==> src/rtl/tcp_client_conn_if.sv <==
// Receive and transmit segment channels between the TCP client connection block and the network side.
// Latency: none; this is wiring only.
// Backpressure: rx uses valid/ready, and tx uses valid/ready with the fields held stable while stalled.
interface tcp_client_conn_if;
    logic        rx_valid;
    logic        rx_ready;
    logic        rx_SYN;
    logic        rx_ACK;
    logic        rx_FIN;
    logic        rx_RST;
    logic [31:0] rx_seq;
    logic [31:0] rx_ack;
    logic [15:0] rx_src_port;
    logic [15:0] rx_dst_port;

    logic        tx_valid;
    logic        tx_ready;
    logic        tx_SYN;
    logic        tx_ACK;
    logic        tx_FIN;
    logic        tx_RST;
    logic [31:0] tx_seq;
    logic [31:0] tx_ack;
    logic [15:0] tx_src_port;
    logic [15:0] tx_dst_port;

    // Connection block side
    modport master (
        input  rx_valid, rx_SYN, rx_ACK, rx_FIN, rx_RST, rx_seq, rx_ack, rx_src_port, rx_dst_port,
        output rx_ready,
        output tx_valid, tx_SYN, tx_ACK, tx_FIN, tx_RST, tx_seq, tx_ack, tx_src_port, tx_dst_port,
        input  tx_ready
    );

    // Network side
    modport slave (
        output rx_valid, rx_SYN, rx_ACK, rx_FIN, rx_RST, rx_seq, rx_ack, rx_src_port, rx_dst_port,
        input  rx_ready,
        input  tx_valid, tx_SYN, tx_ACK, tx_FIN, tx_RST, tx_seq, tx_ack, tx_src_port, tx_dst_port,
        output tx_ready
    );
endinterface

==> src/rtl/tcp_client_conn.sv <==
// TCP client connection FSM: active open and close, passive close, retransmit timeout and RST handling.
// Latency: a consumed segment or request produces its response on tx_valid one cycle later.
// Backpressure: one segment can be in flight; rx_ready is low while tx_valid is high, and tx fields hold until they are accepted.
module tcp_client_conn #(
    parameter int TIMEOUT_CYC = 1000,
    parameter int MAX_RETRY   = 3
) (
    input  logic                clk,
    input  logic                rst,
    input  logic                connect_req,
    input  logic                close_req,
    input  logic [15:0]         loc_port_in,
    input  logic [15:0]         rem_port_in,
    input  logic [31:0]         isn_in,
    tcp_client_conn_if.master   seg,
    output logic [2:0]          state_out,
    output logic                established_out,
    output logic                error_out
);
    typedef enum logic [2:0] {
        S_CLOSED      = 3'd0,
        S_SYN_SENT    = 3'd1,
        S_ESTABLISHED = 3'd2,
        S_FIN_WAIT_1  = 3'd3,
        S_FIN_WAIT_2  = 3'd4,
        S_TIME_WAIT   = 3'd5,
        S_LAST_ACK    = 3'd6
    } state_t;

    // The timer must reach 2*TIMEOUT_CYC-1 in TIME_WAIT.
    localparam int TW = $clog2(2 * TIMEOUT_CYC + 1);
    localparam int RW = $clog2(MAX_RETRY + 2);

    state_t        state, state_nxt;
    logic [TW-1:0] timer;
    logic [RW-1:0] retry;
    logic [31:0]   snd_nxt, rcv_nxt, snd_d, rcv_d;
    logic [15:0]   loc_port_q, rem_port_q;
    logic          tx_valid_q, tx_syn_q, tx_ack_q, tx_fin_q, tx_rst_q;
    logic [31:0]   tx_seq_q, tx_ack_num_q;

    logic          emit, e_syn, e_ack, e_fin, e_rst, latch, retrans, err_d;
    logic [31:0]   e_seq, e_ack_num;
    logic          seg_ok, timed, timeout;

    // Decode the current segment and the retransmit timer
    always_comb begin
        seg_ok  = seg.rx_valid && !tx_valid_q &&
                  seg.rx_dst_port == loc_port_q && seg.rx_src_port == rem_port_q;
        timed   = (state == S_SYN_SENT) || (state == S_FIN_WAIT_1) || (state == S_LAST_ACK);
        timeout = timed && !tx_valid_q && timer == TW'(TIMEOUT_CYC - 1);
    end

    // State register
    always_ff @(posedge clk) begin
        if (rst) state <= S_CLOSED;
        else     state <= state_nxt;
    end

    // Next state and the segment to emit. Segments take priority over close_req and timeout.
    always_comb begin
        state_nxt = state;
        emit = 1'b0; e_syn = 1'b0; e_ack = 1'b0; e_fin = 1'b0; e_rst = 1'b0;
        e_seq = 32'd0; e_ack_num = 32'd0;
        snd_d = snd_nxt; rcv_d = rcv_nxt;
        latch = 1'b0; retrans = 1'b0; err_d = 1'b0;
        case (state)
            S_CLOSED: begin
                if (connect_req && !tx_valid_q) begin
                    latch = 1'b1; snd_d = isn_in;
                    emit = 1'b1; e_syn = 1'b1; e_seq = isn_in;
                    state_nxt = S_SYN_SENT;
                end
            end
            S_TIME_WAIT: begin
                if (timer == TW'(2 * TIMEOUT_CYC - 1)) state_nxt = S_CLOSED;
            end
            default: begin
                if (seg_ok && seg.rx_RST) begin
                    state_nxt = S_CLOSED; err_d = 1'b1;
                end else if (seg_ok) begin
                    case (state)
                        S_SYN_SENT: begin
                            if (seg.rx_SYN && seg.rx_ACK) begin
                                if (seg.rx_ack == snd_nxt + 32'd1) begin
                                    snd_d = snd_nxt + 32'd1; rcv_d = seg.rx_seq + 32'd1;
                                    emit = 1'b1; e_ack = 1'b1;
                                    e_seq = snd_nxt + 32'd1; e_ack_num = seg.rx_seq + 32'd1;
                                    state_nxt = S_ESTABLISHED;
                                end else begin
                                    emit = 1'b1; e_rst = 1'b1; e_seq = seg.rx_ack;
                                end
                            end
                        end
                        S_ESTABLISHED: begin
                            if (seg.rx_FIN) begin
                                rcv_d = seg.rx_seq + 32'd1;
                                emit = 1'b1; e_fin = 1'b1; e_ack = 1'b1;
                                e_seq = snd_nxt; e_ack_num = seg.rx_seq + 32'd1;
                                state_nxt = S_LAST_ACK;
                            end
                        end
                        S_FIN_WAIT_1: begin
                            if (seg.rx_ACK && seg.rx_ack == snd_nxt + 32'd1) begin
                                snd_d = snd_nxt + 32'd1;
                                if (seg.rx_FIN) begin
                                    rcv_d = seg.rx_seq + 32'd1;
                                    emit = 1'b1; e_ack = 1'b1;
                                    e_seq = snd_nxt + 32'd1; e_ack_num = seg.rx_seq + 32'd1;
                                    state_nxt = S_TIME_WAIT;
                                end else begin
                                    state_nxt = S_FIN_WAIT_2;
                                end
                            end
                        end
                        S_FIN_WAIT_2: begin
                            if (seg.rx_FIN) begin
                                rcv_d = seg.rx_seq + 32'd1;
                                emit = 1'b1; e_ack = 1'b1;
                                e_seq = snd_nxt; e_ack_num = seg.rx_seq + 32'd1;
                                state_nxt = S_TIME_WAIT;
                            end
                        end
                        S_LAST_ACK: begin
                            if (seg.rx_ACK && seg.rx_ack == snd_nxt + 32'd1) state_nxt = S_CLOSED;
                        end
                        default: ;
                    endcase
                end else if (state == S_ESTABLISHED && close_req && !tx_valid_q) begin
                    // A level close request waits until any pending segment has been sent.
                    emit = 1'b1; e_fin = 1'b1; e_ack = 1'b1;
                    e_seq = snd_nxt; e_ack_num = rcv_nxt;
                    state_nxt = S_FIN_WAIT_1;
                end else if (timeout) begin
                    if (retry == RW'(MAX_RETRY)) begin
                        state_nxt = S_CLOSED; err_d = 1'b1;
                    end else begin
                        retrans = 1'b1;
                    end
                end
            end
        endcase
    end

    // Outputs that follow the state directly
    always_comb begin
        state_out       = state;
        established_out = (state == S_ESTABLISHED);
        seg.rx_ready    = !tx_valid_q;
    end

    // Datapath registers: tx segment, sequence numbers, timer and retry count
    always_ff @(posedge clk) begin
        if (rst) begin
            tx_valid_q <= 1'b0; tx_syn_q <= 1'b0; tx_ack_q <= 1'b0; tx_fin_q <= 1'b0; tx_rst_q <= 1'b0;
            tx_seq_q <= '0; tx_ack_num_q <= '0;
            loc_port_q <= '0; rem_port_q <= '0;
            snd_nxt <= '0; rcv_nxt <= '0;
            timer <= '0; retry <= '0; error_out <= 1'b0;
        end else begin
            error_out <= err_d;
            snd_nxt   <= snd_d;
            rcv_nxt   <= rcv_d;
            if (latch) begin
                loc_port_q <= loc_port_in;
                rem_port_q <= rem_port_in;
            end
            // A retransmit re-raises valid and keeps the held fields of the last segment.
            if (emit) begin
                tx_valid_q <= 1'b1;
                tx_syn_q <= e_syn; tx_ack_q <= e_ack; tx_fin_q <= e_fin; tx_rst_q <= e_rst;
                tx_seq_q <= e_seq; tx_ack_num_q <= e_ack_num;
            end else if (retrans) begin
                tx_valid_q <= 1'b1;
            end else if (tx_valid_q && seg.tx_ready) begin
                tx_valid_q <= 1'b0;
            end
            if (state_nxt != state) retry <= '0;
            else if (retrans)       retry <= retry + RW'(1);
            // TIME_WAIT runs on wall-clock cycles, so its timer ignores acceptance of the final ACK.
            if (state_nxt != state)                timer <= '0;
            else if (state == S_TIME_WAIT)         timer <= timer + TW'(1);
            else if (tx_valid_q && seg.tx_ready)   timer <= '0;
            else if (timed && !tx_valid_q)         timer <= timeout ? '0 : timer + TW'(1);
        end
    end

    assign seg.tx_valid    = tx_valid_q;
    assign seg.tx_SYN      = tx_syn_q;
    assign seg.tx_ACK      = tx_ack_q;
    assign seg.tx_FIN      = tx_fin_q;
    assign seg.tx_RST      = tx_rst_q;
    assign seg.tx_seq      = tx_seq_q;
    assign seg.tx_ack      = tx_ack_num_q;
    assign seg.tx_src_port = loc_port_q;
    assign seg.tx_dst_port = rem_port_q;
endmodule

==> src/flat_wrapper.sv <==
// flat-port wrapper written by rule: the top's interface ports become plain ports
module tcp_client_conn_flat 
#(
    parameter int TIMEOUT_CYC = 1000,
    parameter int MAX_RETRY   = 3
)
  (clk, rst, connect_req, close_req, loc_port_in, rem_port_in, isn_in, state_out, established_out, error_out, seg_rx_valid, seg_rx_SYN, seg_rx_ACK, seg_rx_FIN, seg_rx_RST, seg_rx_seq, seg_rx_ack, seg_rx_src_port, seg_rx_dst_port, seg_rx_ready, seg_tx_valid, seg_tx_SYN, seg_tx_ACK, seg_tx_FIN, seg_tx_RST, seg_tx_seq, seg_tx_ack, seg_tx_src_port, seg_tx_dst_port, seg_tx_ready);
  tcp_client_conn_if seg_i ();
  input  logic clk;
  input  logic rst;
  input  logic connect_req;
  input  logic close_req;
  input  logic [15:0] loc_port_in;
  input  logic [15:0] rem_port_in;
  input  logic [31:0] isn_in;
  output logic [2:0] state_out;
  output logic established_out;
  output logic error_out;
  input wire logic [$bits(seg_i.rx_valid)-1:0] seg_rx_valid;
  input wire logic [$bits(seg_i.rx_SYN)-1:0] seg_rx_SYN;
  input wire logic [$bits(seg_i.rx_ACK)-1:0] seg_rx_ACK;
  input wire logic [$bits(seg_i.rx_FIN)-1:0] seg_rx_FIN;
  input wire logic [$bits(seg_i.rx_RST)-1:0] seg_rx_RST;
  input wire logic [$bits(seg_i.rx_seq)-1:0] seg_rx_seq;
  input wire logic [$bits(seg_i.rx_ack)-1:0] seg_rx_ack;
  input wire logic [$bits(seg_i.rx_src_port)-1:0] seg_rx_src_port;
  input wire logic [$bits(seg_i.rx_dst_port)-1:0] seg_rx_dst_port;
  output wire logic [$bits(seg_i.rx_ready)-1:0] seg_rx_ready;
  output wire logic [$bits(seg_i.tx_valid)-1:0] seg_tx_valid;
  output wire logic [$bits(seg_i.tx_SYN)-1:0] seg_tx_SYN;
  output wire logic [$bits(seg_i.tx_ACK)-1:0] seg_tx_ACK;
  output wire logic [$bits(seg_i.tx_FIN)-1:0] seg_tx_FIN;
  output wire logic [$bits(seg_i.tx_RST)-1:0] seg_tx_RST;
  output wire logic [$bits(seg_i.tx_seq)-1:0] seg_tx_seq;
  output wire logic [$bits(seg_i.tx_ack)-1:0] seg_tx_ack;
  output wire logic [$bits(seg_i.tx_src_port)-1:0] seg_tx_src_port;
  output wire logic [$bits(seg_i.tx_dst_port)-1:0] seg_tx_dst_port;
  input wire logic [$bits(seg_i.tx_ready)-1:0] seg_tx_ready;
  assign seg_i.rx_valid = seg_rx_valid;
  assign seg_i.rx_SYN = seg_rx_SYN;
  assign seg_i.rx_ACK = seg_rx_ACK;
  assign seg_i.rx_FIN = seg_rx_FIN;
  assign seg_i.rx_RST = seg_rx_RST;
  assign seg_i.rx_seq = seg_rx_seq;
  assign seg_i.rx_ack = seg_rx_ack;
  assign seg_i.rx_src_port = seg_rx_src_port;
  assign seg_i.rx_dst_port = seg_rx_dst_port;
  assign seg_rx_ready = seg_i.rx_ready;
  assign seg_tx_valid = seg_i.tx_valid;
  assign seg_tx_SYN = seg_i.tx_SYN;
  assign seg_tx_ACK = seg_i.tx_ACK;
  assign seg_tx_FIN = seg_i.tx_FIN;
  assign seg_tx_RST = seg_i.tx_RST;
  assign seg_tx_seq = seg_i.tx_seq;
  assign seg_tx_ack = seg_i.tx_ack;
  assign seg_tx_src_port = seg_i.tx_src_port;
  assign seg_tx_dst_port = seg_i.tx_dst_port;
  assign seg_i.tx_ready = seg_tx_ready;
  tcp_client_conn #(.TIMEOUT_CYC(TIMEOUT_CYC), .MAX_RETRY(MAX_RETRY)) u_core (.clk(clk), .rst(rst), .connect_req(connect_req), .close_req(close_req), .loc_port_in(loc_port_in), .rem_port_in(rem_port_in), .isn_in(isn_in), .seg(seg_i), .state_out(state_out), .established_out(established_out), .error_out(error_out));
endmodule
==> config.mk <==
export PLATFORM = sky130hd
export DESIGN_NAME = tcp_client_conn_flat
export DESIGN_NICKNAME = d
export VERILOG_FILES = /design/src/rtl/tcp_client_conn_if.sv /design/src/rtl/tcp_client_conn.sv /design/src/flat_wrapper.sv
export SDC_FILE = /design/constraint.sdc
export NUM_CORES = 1
export LEC_CHECK = 0
export BUFFER_PORTS_ARGS = -buffer_cell sky130_fd_sc_hd__buf_2
export CORE_ASPECT_RATIO = 0.5
export CORE_MARGIN = 2
export CORE_UTILIZATION = 59
export DETAILED_ROUTE_END_ITERATION = 6
export HOLD_SLACK_MARGIN = 0.06
export PLACE_DENSITY = 0.83
export SYNTH_ARGS = -nofsm -noshare
export SYNTH_HDL_FRONTEND = slang
export SYNTH_SLANG_ARGS = --single-unit
==> constraint.sdc <==
create_clock -name clk -period 7.26 [get_ports clk]
set_clock_uncertainty 0.2 [all_clocks]
set_input_delay 0.726 -clock clk [delete_from_list [all_inputs] [get_ports clk]]
set_output_delay 0.726 -clock clk [all_outputs]
set_load 0.01 [all_outputs]
==> reports/results.ini, run 1 <==
[cts]
clk_latency_ns=0.46
htree_levels=4
cts-buffers-inserted=17
cts_setup_buffers=0
cts_sinks=183
cts_max_path_buffers=2
root_buffer=clkbuf_16
clk_pin_slew_ns=0.08
postCtsHoldBufs=0
post_cts_resize_count=0
cts_tree=done

[sta]
finalCritPeriodShare_pct=79.51
drv_slew=0
tightest_slew_ns=1.307
slew_headroom_pct=12.19
tns_ns=0
clock.fmax_mhz=173.2
hold_viol=0
setup_viol=0
final.min_clock_period_ns=5.773
rsz0062_at_grt=no

[worst_setup_path]
end_kind=flop
worstReg2RegStart=u_core.snd_nxt[0]$_SDFFE_PP0P_
crit_chain=ha_1 -> nand3_1 -> nor3_2 -> mux2_2 -> a211oi_1 -> and4b_1 -> nand4_2 -> buf_4 -> o21a_1 -> and2_1 -> a221o_1 -> o221a_2
critPathLaunchType=flop
crit_fanout=20
endpoint=u_core.seg.tx_seq[23]$_SDFFE_PP0P_
reg2reg_depth=12
crit_slowest_cell=nor3_2
required_ns=7.40
r2r_slack_ns=1.49
r2r_end=u_core.seg.tx_seq[23]$_SDFFE_PP0P_
crit_path_max_incr_delay_ns=0.60
cp-startpoint=u_core.snd_nxt[0]$_SDFFE_PP0P_
worstSetupPathType=reg -> reg
worst_ep_arrival_time_ns=5.92

[pwr]
ir_drop_uv=115.1
leakagePower_nw=5.441
p_per_area_nw_per_um2=182.0

[detailed_routing]
wire_per_inst_microns=20.71
drtIter0Drc=1604
num_vias=13470
drtPass1Iterations=7
ant_nets=0
drc_errors=1
routed_via_density=6.491
routed_wl_microns=42980

[grt]
grtUsageTotal_pct=39.55
first_global_vias=12560
grt_max_degree=78
grt_overflow=0
grt_pass1_wl_microns=66510
antenna_found_initial=1

[run]
maxCapViolations=0

[layout]
drive_gt1_share_pct=20.52
n_fill_cell=1684
final_nets=1970
syn_to_final_growth_pct=16.74
ff_latch_area_sq_um=3664
fin_cells=2075
multiInputGateArea_sq_um=7567

[placement]
dp.cells=2042
io_buffers=276
hpwl_microns=30720
place.gp.congestion=1.042

[floorplan]
io-pin-count=277
fp-row-count=36
core_sq_um=19550
initial_utilization_pct=60.39
die_h_microns=104.0
die-area_sq_um=21220
dieWidth_microns=204.0

[synthesis]
async_reset_ff_share_pct=0
ys.flop_type=dfxtp_1
syn_area_per_cell_sq_um=7.364
synth_nets=1778
syn_area_sq_um=11810
yosysWarnings=0
netlist-cell-type-count=79
synth-seq-cells=183
syn_inst=1603
synth-edff-count=0
ys_seq_area_share_pct=31.03

[outcome]
violations=design-rule violations
status=finished, violations left

[hold_path]
hold_path.class=reg -> reg

-- layer usage --
layer  GRT usage [%]  share of wire, %
met5               0                 0
met4           19.15               4.4
met3           9.586                11
met2           62.03                44
met1           51.09                40
-- layout by cell type (no fill, tap or decap), types with 7 or more instances in the layout --
cell         n
a221o_1     10
nand2b_1     8
nand2_1    283
nor2_1     107
a21oi_1    144
and3_1      26
a311oi_1     7
clkbuf_16   17
nor3_1      65
nand4_1     31
o211ai_1     7
buf_2      275
or3_1       13
o22ai_1     12
a22oi_1     22
nor2b_1     13
nand3_1     51
a31oi_1     27
nor4_1      25
xor2_1      53
and4_1      10
buf_4       21
mux2i_1     38
a22o_1      10
xnor2_1     55
o221a_2     12
o21a_1       8
o21ai_0     80
inv_1       25
and2_1      17
a211oi_1    11
dfxtp_1    183
a221oi_1    10
o31ai_1      7
-- stage by stage --
stage	util (%)	instance area (sq um)	hold slack (ns)	power (W)	setup WS, ns
after CTS	70.48	13780	0.2533	0.002488	1.718
after floorplan	-	11810	0.2312	0.001376	3.599
after global routing	70.49	13780	0.2795	0.002576	1.323
after detailed placement	67.48	13190	0.2359	0.001549	1.738
final	70.49	13780	0.2487	0.002507	1.487
after global placement	67.48	13190	0.2293	0.001538	1.903
-- Yosys cell counts, types with 17 or more instances --
library cell	n	area share [%]
a21oi_1	144	6.1
a22oi_1	22	1.4
a31oi_1	27	1.4
and2_1	17	0.90
and3_1	27	1.4
buf_2	22	0.93
clkbuf_1	87	2.8
dfxtp_1	183	31
inv_1	25	0.79
mux2i_1	38	3.2
nand2_1	283	9.0
nand3_1	52	2.2
nand4_1	31	1.6
nor2_1	110	3.5
nor3_1	67	2.8
nor4_1	25	1.3
o21ai_0	81	3.4
xnor2_1	55	4.1
xor2_1	53	3.9
-- kinds of logic (layout without fill, tap and decap cells) --
group           Yosys count  count (layout)  synth area share, %
xor+xnor                108             108                8.013
other cells               0               1                    0
simple gates            691             691                28.20
buf+inv                 148             353                5.098
flops                   183             183                31.03
mux                      43              43                3.699
compound gates          425             425                23.42
fa+ha+maj                 5               5               0.5299
-- critical path, delay by kind of cell, from the launching register on --
kind	cells	cell delay, ns
AND/OR/NAND/NOR	5	2.44
multiplexers	1	0.41
adder cells (fa/ha/maj)	1	0.32
buffers and inverters	1	0.43
AO/OA/AOI/OAI	4	1.37
flip-flops	1	0.47
-- report_power, final --
part           switching, W  internal [W]
logic              0.000262      0.000169
clock network      0.000477      0.000488
registers         0.0000642       0.00105
total              0.000804       0.00170
-- sequential cells by signal, summed over array words and instances (netlist names) --
name,count
u_core.seg.tx_ack,32
u_core.timer,11
u_core.seg.tx_ACK,1
u_core.state_out,3
u_core.seg.tx_FIN,1
u_core.error_out,1
u_core.seg.tx_seq,32
u_core.seg.tx_valid,1
u_core.seg.tx_dst_port,16
u_core.rcv_nxt,32
u_core.snd_nxt,32
u_core.retry,3
u_core.seg.tx_src_port,16
u_core.seg.tx_SYN,1
u_core.seg.tx_RST,1
-- final cells by class --
type | instances | area share [%]
inverter | 25 | 0.6810
clock buffer | 17 | 3.087
tap | 266 | 2.415
antenna | 1 | 0.01816
sequential | 183 | 26.58
clock inverter | 15 | 1.171
multi-input combinational | 1272 | 54.91
timing repair buffer | 296 | 11.13
-- worst min-delay path by stage --
| stage | slack, ns | endpoint | cells past startpoint | from |
|---|---|---|---|---|
| final | 0.25 | u_core.seg.tx_ack[8]$_SDFFE_PP0P_ | 2 | u_core.seg.tx_ack[8]$_SDFFE_PP0P_ |
| after global routing | 0.28 | u_core.seg.tx_ACK$_SDFFE_PP0P_ | 2 | u_core.seg.tx_ACK$_SDFFE_PP0P_ |
| after CTS | 0.25 | u_core.rcv_nxt[8]$_SDFFE_PP0P_ | 2 | u_core.rcv_nxt[8]$_SDFFE_PP0P_ |
| after detailed placement | 0.24 | u_core.seg.tx_ack[8]$_SDFFE_PP0P_ | 2 | u_core.seg.tx_ack[8]$_SDFFE_PP0P_ |
| after global placement | 0.23 | u_core.seg.tx_ack[10]$_SDFFE_PP0P_ | 2 | u_core.seg.tx_ack[10]$_SDFFE_PP0P_ |
| after floorplan | 0.23 | u_core.rcv_nxt[13]$_SDFFE_PP0P_ | 2 | u_core.rcv_nxt[13]$_SDFFE_PP0P_ |
Note: power is estimated with default switching activity, not from simulation.
==> run 2: changes to the inputs <==
--- a/config.mk
+++ b/config.mk
@@ -8,10 +8,10 @@
 export BUFFER_PORTS_ARGS = -buffer_cell sky130_fd_sc_hd__buf_2
 export CORE_ASPECT_RATIO = 0.5
 export CORE_MARGIN = 2
-export CORE_UTILIZATION = 59
+export CORE_UTILIZATION = 50
 export DETAILED_ROUTE_END_ITERATION = 6
 export HOLD_SLACK_MARGIN = 0.06
-export PLACE_DENSITY = 0.83
+export PLACE_DENSITY = 0.75
 export SYNTH_ARGS = -nofsm -noshare
 export SYNTH_HDL_FRONTEND = slang
 export SYNTH_SLANG_ARGS = --single-unit
==> constraint.sdc (replaced) <==
create_clock -name clk -period 4.8 [get_ports clk]
set_clock_uncertainty 0.2 [all_clocks]
set_input_delay 0.48 -clock clk [delete_from_list [all_inputs] [get_ports clk]]
set_output_delay 0.48 -clock clk [all_outputs]
set_load 0.01 [all_outputs]
==> reports/results.ini, run 2 (synthesized netlist as in run 1, its figures left out) <==
[cts]
cts_sinks=183  ; unchanged
htree_levels=4  ; unchanged
root_buffer=clkbuf_16
cts_setup_buffers=0  ; unchanged
clk_latency_ns=0.46  ; about the same
cts-buffers-inserted=17  ; unchanged
cts_tree=done
cts_max_path_buffers=2  ; unchanged
clk_pin_slew_ns=0.08  ; about the same

[layout]
drive_gt1_share_pct=21.81  ; +1.3 points
final_cell_area_sq_um=14430  ; +4.7%
fin_util_pct=62.76  ; -7.7 points
final_cell_mix=nand2_1, buf_2, dfxtp_1
final_nets=2037  ; +3.4%
syn_to_final_growth_pct=22.19
n_fill_cell=2124  ; +26%
layout_commonest_cell=nand2_1

[placement]
hpwl_microns=31030  ; +1.0%
place.gp.congestion=1.009  ; -3.1%
io_buffers=276  ; unchanged
placed_area_sq_um=13550  ; +2.7%
pre_cts_ws_ns=0.5493  ; -1.189 ns

[worst_setup_path]
worst_ep_arrival_time_ns=4.53  ; -1.39 ns
required_ns=4.98  ; -2.42 ns
r2r_slack_ns=0.44  ; -1.05 ns
end_kind=flop
critPathLaunchType=flop
worstSetupPathType=reg -> reg
crit_fanout=21  ; +5.0%

[pwr]
p_per_area_nw_per_um2=265.7  ; +46%
ir_drop_uv=200.1  ; +74%
leakagePower_nw=5.759  ; +5.8%

[sta]
fin_ws_ns=0.4420  ; -1.046 ns
final.min_clock_period_ns=4.358  ; -1.414 ns
clock.fmax_mhz=229.5  ; +32%
rsz0062_at_grt=no
slew_headroom_pct=33.51  ; +21 points
hold_viol=0  ; unchanged
drv_slew=0  ; unchanged
whs_ns=0.08812  ; -0.1606 ns
tightest_slew_ns=0.9897  ; -0.3174 ns
setup_viol=0  ; unchanged
finalCritPeriodShare_pct=90.79  ; +11 points
tns_ns=0  ; unchanged

[hold_path]
hold_path.class=in -> reg

[grt]
grtUsageTotal_pct=34.21  ; -5.3 points
grt_max_degree=71  ; -9.0%
first_global_vias=12270  ; -2.3%
antenna_found_initial=2  ; +1
grt_pass1_wl_microns=67880  ; +2.1%
grt_overflow=0  ; unchanged

[floorplan]
dieWidth_microns=221.3  ; +8.5%
die_h_microns=112.7  ; +8.3%
die-area_sq_um=24930  ; +17%
io-pin-count=277  ; unchanged
core_sq_um=22980  ; +18%
fp-row-count=39  ; +8.3%
initial_utilization_pct=51.36  ; -9.0 points

[detailed_routing]
routed_wl_microns=43730  ; +1.8%
wire_per_inst_microns=20.03  ; -3.3%
num_vias=13450  ; -0.16%
drtIter0Drc=1687  ; +5.2%
ant_nets=0  ; unchanged
drc_errors=0  ; -1
drtPass1Iterations=7  ; unchanged
routed_via_density=6.160  ; -5.1%

[run]
maxCapViolations=0  ; unchanged

[outcome]
status=complete, no violations

-- run 2: cell count changes in the layout (fill, tap and decap cells not counted), sizes merged --
cell and delta:
clkinv -2, clkbuf +1, inv +1, dlygate4sd3 +28, buf +39
-- run 2: worst paths after layout --
kind / startpoint / end / depth (start not counted)
max: u_core.snd_nxt[17]$_SDFFE_PP0P_ / u_core.snd_nxt[16]$_SDFFE_PP0P_ / 10
min: loc_port_in[3] / u_core.seg.tx_src_port[3]$_SDFFE_PP0P_ / 3
max reg2reg: u_core.snd_nxt[17]$_SDFFE_PP0P_ / u_core.snd_nxt[16]$_SDFFE_PP0P_ / 10
min reg2reg: u_core.seg.tx_ack[31]$_SDFFE_PP0P_ / u_core.seg.tx_ack[31]$_SDFFE_PP0P_ / 2
-- run 2: per-layer routing --
metal	vias to the layer above	GRT usage [%]	wire, microns
met3	114	7.906	4238
met5	-	0	14
met1	6242	46.02	18410
li1	6304	-	-
met4	2	12.39	1353
met2	785	53.83	19720
-- run 2: worst max-delay path, cell delays in order (launching register included) --
cell and delay, ns:
dfxtp_1 0.59, nand3_1 0.23, or4_1 0.65, nor3_1 0.39, nor3b_1 0.15, nor4b_4 0.38, nand4_2 0.20, buf_4 0.27
or3_1 0.57, or4_1 0.46, a31oi_1 0.17
-- run 2: metrics by stage --
step / power, W / std cells
2_1_floorplan: 0.002082 / 1603
3_3_place_gp: 0.002350 / 2122
3_5_place_dp: 0.002355 / 2122
4_1_cts: 0.003816 / 2182
5_1_grt: 0.003971 / 2183
6_report: 0.003832 / 2183
-- run 2: timing repair --
item                                   CTS  global route
hold buffers                            28             0
resized for setup                        0             0
endpoints found under the hold margin   28             0
-- run 2: power breakdown --
part           internal (W)  switching, W
registers           0.00158     0.0000865
logic              0.000283      0.000412
clock network      0.000756      0.000713
total               0.00262       0.00121
-- run 2: cell type report --
type / count / area (sq um) / area share (%)
Clock buffer: 18 / 439.2 / 3.044
Antenna cell: 1 / 2.502 / 0.01735
Inverter: 25 / 93.84 / 0.6505
Timing Repair Buffer: 363 / 2120 / 14.69
Multi-Input combinational cell: 1272 / 7565 / 52.44
Sequential cell: 183 / 3664 / 25.40
Clock inverter: 14 / 157.7 / 1.093
Tap cell: 307 / 384.1 / 2.663
